File: src/rtl/adder_pkg.sv
// adder_pkg: shared state encoding and sizing helpers for the serial adder datapath
//
// Contents:
//   serial_state_t  IDLE / RUN / DONE encoding used by chunked_serial_adder
//   nchunk()        number of CHUNK-bit slices needed to cover WIDTH bits
//   cnt_width()     chunk counter width; one bit wider than strictly needed
//                   so that a count of NCHUNK-1 never wraps, even when NCHUNK is 1
package adder_pkg;

    typedef enum logic [1:0] {
        IDLE = 2'd0,
        RUN  = 2'd1,
        DONE = 2'd2
    } serial_state_t;

    function automatic int nchunk(input int width, input int chunk);
        return width / chunk;
    endfunction

    function automatic int cnt_width(input int width, input int chunk);
        return $clog2(width / chunk) + 1;
    endfunction

endpackage

File: src/rtl/ripple_chunk.sv
// ripple_chunk: combinational N-bit adder slice that also exposes the carry into its MSB
//
// Ports:
//   a, b  in  N  slice operands
//   cin   in  1  carry into bit 0
//   s     out N  slice sum
//   cout  out 1  carry out of bit N-1
//   cmsb  out 1  carry into bit N-1, used by the caller for signed overflow
module ripple_chunk #(
    parameter int N = 4
) (
    input  logic [N-1:0] a,
    input  logic [N-1:0] b,
    input  logic         cin,
    output logic [N-1:0] s,
    output logic         cout,
    output logic         cmsb
);

    // The carry into the top bit is recovered from the sum bit: s = a ^ b ^ c.
    always_comb begin
        {cout, s} = {1'b0, a} + {1'b0, b} + {{N{1'b0}}, cin};
        cmsb      = s[N-1] ^ a[N-1] ^ b[N-1];
    end

endmodule

File: src/rtl/chunked_serial_adder.sv
// chunked_serial_adder: multi-cycle WIDTH-bit add/subtract, CHUNK bits per clock through one slice
//
// Ports:
//   Clk    in   1      rising-edge clock
//   Reset  in   1      asynchronous active-high reset
//   Start  in   1      request, accepted only in IDLE or DONE
//   Sub    in   1      0: A+B+Cin, 1: A-B (A + ~B + 1)
//   Cin    in   1      carry-in for add mode
//   A, B   in   WIDTH  operands, sampled on the accept edge
//   Sum    out  WIDTH  result, updated only on entry to DONE
//   CO     out  1      carry out of the MSB (0 means borrow in Sub mode)
//   V      out  1      signed overflow
//   Busy   out  1      high while the slice is iterating
//   Done   out  1      high while Sum/CO/V hold a fresh result
module chunked_serial_adder
    import adder_pkg::*;
#(
    parameter int WIDTH = 16,
    parameter int CHUNK = 4
) (
    input  logic             Clk,
    input  logic             Reset,
    input  logic             Start,
    input  logic             Sub,
    input  logic             Cin,
    input  logic [WIDTH-1:0] A,
    input  logic [WIDTH-1:0] B,
    output logic [WIDTH-1:0] Sum,
    output logic             CO,
    output logic             V,
    output logic             Busy,
    output logic             Done
);

    localparam int NCHUNK = nchunk(WIDTH, CHUNK);
    localparam int CW     = cnt_width(WIDTH, CHUNK);

    if (WIDTH % CHUNK != 0) begin : g_bad_chunk
        $error("chunked_serial_adder: WIDTH must be a multiple of CHUNK");
    end

    serial_state_t    state;
    logic [WIDTH-1:0] a_r;
    logic [WIDTH-1:0] b_r;
    logic [WIDTH-1:0] sh;
    logic [WIDTH-1:0] sh_next;
    logic             carry;
    logic [CW-1:0]    cnt;
    logic [CHUNK-1:0] s;
    logic             cout;
    logic             cmsb;
    logic             accept;
    logic             last;

    ripple_chunk #(.N(CHUNK)) u_slice (
        .a   (a_r[CHUNK-1:0]),
        .b   (b_r[CHUNK-1:0]),
        .cin (carry),
        .s   (s),
        .cout(cout),
        .cmsb(cmsb)
    );

    // Slice results enter at the MSB end; after NCHUNK steps the first slice sits at bit 0.
    assign sh_next = WIDTH'({s, sh} >> CHUNK);
    assign accept  = Start && (state != RUN);
    assign last    = cnt == CW'(NCHUNK - 1);
    assign Busy    = state == RUN;
    assign Done    = state == DONE;

    always_ff @(posedge Clk or posedge Reset) begin
        if (Reset) begin
            state <= IDLE;
            a_r   <= '0;
            b_r   <= '0;
            sh    <= '0;
            carry <= 1'b0;
            cnt   <= '0;
            Sum   <= '0;
            CO    <= 1'b0;
            V     <= 1'b0;
        end else if (accept) begin
            state <= RUN;
            a_r   <= A;
            b_r   <= Sub ? ~B : B;
            carry <= Sub | Cin;
            cnt   <= '0;
            sh    <= '0;
        end else if (state == RUN) begin
            a_r   <= a_r >> CHUNK;
            b_r   <= b_r >> CHUNK;
            sh    <= sh_next;
            carry <= cout;
            cnt   <= cnt + CW'(1);
            if (last) begin
                state <= DONE;
                Sum   <= sh_next;
                CO    <= cout;
                V     <= cout ^ cmsb;
            end
        end
    end

endmodule

File: config.mk
export PLATFORM = sky130hd
export DESIGN_NAME = chunked_serial_adder
export DESIGN_NICKNAME = d
export VERILOG_FILES = /design/src/rtl/adder_pkg.sv /design/src/rtl/ripple_chunk.sv /design/src/rtl/chunked_serial_adder.sv
export SDC_FILE = /design/constraint.sdc
export NUM_CORES = 1
export LEC_CHECK = 0
export ABC_AREA = 1
export BUFFER_PORTS_ARGS = -buffer_cell sky130_fd_sc_hd__buf_2
export CORE_MARGIN = 2
export CORE_UTILIZATION = 25
export CTS_BUF_LIST = sky130_fd_sc_hd__clkbuf_2 sky130_fd_sc_hd__clkbuf_4 sky130_fd_sc_hd__clkbuf_8
export CTS_CLUSTER_SIZE = 28
export DETAILED_ROUTE_END_ITERATION = 6
export SLEW_MARGIN = 15
export SYNTH_ARGS = -nofsm -noshare
export SYNTH_HDL_FRONTEND = slang
export SYNTH_HIERARCHICAL = 1
export SYNTH_SLANG_ARGS = --single-unit
File: constraint.sdc
create_clock -name Clk -period 2.4 [get_ports Clk]
set_clock_uncertainty 0.15 [all_clocks]
set_input_delay 0.48 -clock Clk [delete_from_list [all_inputs] [get_ports Clk]]
set_output_delay 0.48 -clock Clk [all_outputs]
set_load 0.05 [all_outputs]
==> impl_metrics.ini <==
[clocking]
htreeDepth = 3
root_buffer = clkbuf_8
cts_setup_buffers = 0
ctsResizeCount = 0
clk_latency_ps = 340
cts.hold.buffers_added = 0
cts.clk_slew.worst_paths_ps = 70
clock_path_buffers = 2
cts_tree = yes
cts_buffers = 9
cts.sinks = 68

[grt]
grt_usage_pct = 10.72
grt_pass1_vias = 2576
gr-total-overflow = 0
grt_max_degree = 38
grt_pass1_wl_um = 12660
grt_antenna_before_repair = 0

[power]
intPower_mw = 3.207
p_leak_nw = 2.231
p_sw_share_pct = 45.33
clock_power_share_pct = 19.5
comb_power_share_pct = 47.9
p_per_area_nw_per_um2 = 1418
p_sw_mw = 2.658
vdd_drop_max_mv = 0.5828
p_seq_share_pct = 32.6

[drt]
wl_um = 7425
drc = 0
drt-pass1-iter-count = 4
drt-initial-drc-count = 170
ant_nets = 0
viasPerCell = 4.237
num_vias = 2665
wl_per_cell_um = 11.80

[worst_setup_path]
slowest_delay_ps = 470
start_kind = register
rrSetupSlack_ps = 360
rr_endpoint = V
slowest_stage = o31ai_1
critical_path.max_fanout = 3
worstPathCellList = fa_1, inv_1, fa_1, o31ai_1, xor2_1, nand2_1, nand2_1
worstPathArrival_ps = 2130
r2r-start = b_r[0]
critPathKind = register to register
cp-end-kind = register
crit_family = adder cells
reg2regPathDepth = 7
cp.buffers_inverters = 1
critical_path_required_ps = 2490

[placement]
gp_congestion = 0.7349
place_inst = 613
hpwl_um = 5356
portBuffers = 56

[die]
die_w_um = 122.0
dieArea_sq_um = 14890
start_util_pct = 25.39
fp.coreArea_sq_um = 13720
ios = 57
std_cell_rows = 43
die_y_um = 122.0

[final_layout]
syn2layout_area_growth_pct = 18.75
n_antenna_cell = 0
instances_no_fill = 629
drive_gt1_share_pct = 32.52
layout.nets = 488

[synth]
ys_warn_count = 6
synth_area_sq_um = 3483
synth_top_family_by_area = simple AND/OR/NAND/NOR gates
synth-simple-area-share_pct = 29.13
synthXorXnorAreaFrac_pct = 1.760
yosys.area_share.adder_pct = 2.945
synthTopCellsByArea = dfrtp_1 (49%), nand2_1 (12%), nand3_1 (6.2%), nand3_2 (5.5%), inv_1 (4.5%)
synth_compound_area_share_pct = 7.759
synth.distinct_cells = 27
yosysSeqAreaShare_pct = 48.85
synth.largest_area_cell = dfrtp_1
post-synth-top-area-fraction_pct = 48.85
syn_nets = 431
syn_area_per_cell_sq_um = 9.001
syn_inst = 387
synth_mux_area_share_pct = 0
ys_ff_latch = 68

[timing]
holdWs_ps = 122.3
setup_violations = 0
min_period_over_period_pct = 85.17
tightest_slew_ps = 763.0
hold_viol_final = 0
final.setup.tns_ps = 0
rsz0062_at_grt = false
drv_slew = 0
slew_headroom_pct = 49.06
fmaxAchievable_ghz = 0.4892
period_needed_ps = 2044

[hold_path]
holdCritPathClass = input pin to async pin

[flow_run]
max-cap-violations = 0

[run_status]
status = finished clean
[cell type report]
cell class,count,area [sq um]
fill,1503,9583
timing repair buffer,65,347.8
clock inverter,6,112.6
tap,180,225.2
sequential,68,1702
clock buffer,10,131.4
multi-input combinational,255,1449
inverter,45,168.9
[cell usage in the layout (no fill, tap or decap)]
cell         n
nand2_1    115
dfrtp_1     68
buf_2       56
nand3_1     43
inv_1       41
nand2_2     22
nand3_2     19
o21ai_2     16
o22ai_1     13
clkbuf_8     9
buf_4        9
xor2_1       5
ha_1         5
inv_2        4
nor2_1       3
a21oi_1      3
bufinv_16    3
clkinv_4     2
xnor2_1      2
fa_1         2
nor2_4       1
nand2_4      1
a21oi_4      1
o21ai_1      1
or2_2        1
o21ai_0      1
clkinv_2     1
clkbuf_4     1
o31ai_1      1
[cells in the mapped netlist]
master   number
o21ai_0       1
o21ai_2      16
nand3_1      43
dfrtp_1      68
o31ai_1       1
nor2_4        1
nand3_2      19
nand2_2      22
buf_12        2
o21ai_1       1
inv_2         3
buf_2         9
o22ai_1      13
buf_8         1
nand2_1     115
or2_2         1
fa_1          2
a21oi_1       3
xor2_1        5
a21oi_4       1
buf_4         4
ha_1          5
buf_6         3
inv_1        42
xnor2_1       2
nand2_4       1
nor2_1        3
[power by group through the flow]
| stage | registers [mW] | clock network [mW] | logic, mW |
|---|---|---|---|
| 6_report | 1.91 | 1.14 | 2.81 |
| 5_1_grt | 1.97 | 1.22 | 3.15 |
| 4_1_cts | 1.91 | 1.17 | 2.84 |
| 3_5_place_dp | 1.93 | 0 | 2.83 |
| 3_3_place_gp | 1.91 | 0 | 2.77 |
| 2_1_floorplan | 2.32 | 0 | 1.99 |
[layer usage]
metal	track usage [%]	up-vias	part of all wire, %
met5	0	-	0
met4	3.233	0	1.4
met3	2.669	14	4.7
met2	16.24	67	44
met1	15.07	1238	50
li1	-	1346	-
[cells by family (layout without fill, tap and decap cells)]
logic type / count (synthesis) / after routing
xor+xnor: 7 / 7
buf+inv: 64 / 126
flops: 68 / 68
fa+ha+maj: 7 / 7
simple gates: 205 / 205
compound gates: 36 / 36
[sequential cells by signal, indices dropped and copies added (netlist names)]
register	flops
state	2
cnt	3
Sum	16
carry	1
a_r	16
sh	12
CO	1
V	1
b_r	16
[worst max-delay path by stage]
stage           start  endpoint  slack, ps  depth (start not counted)
3_5_place_dp   b_r[0]         V        360                          7
2_1_floorplan   Reset        CO         60                          1
3_3_place_gp   a_r[0]         V        430                          7
4_1_cts        b_r[0]         V        360                          7
6_report       b_r[0]         V        360                          7
5_1_grt        b_r[0]         V        210                          7
[stage by stage]
stage | utilization, % | setup slack (ps) | cell area [sq um] | total power, mW
floorplan | - | 58.49 | 3483 | 4.310
global placement | 28.37 | 429.7 | 3892 | 4.677
detailed placement | 28.37 | 363.4 | 3892 | 4.755
CTS | 30.15 | 360.9 | 4136 | 5.921
global route | 30.15 | 214.9 | 4136 | 6.335
finish | 30.15 | 356.0 | 4136 | 5.865
Power figures use the tool's default switching activity.
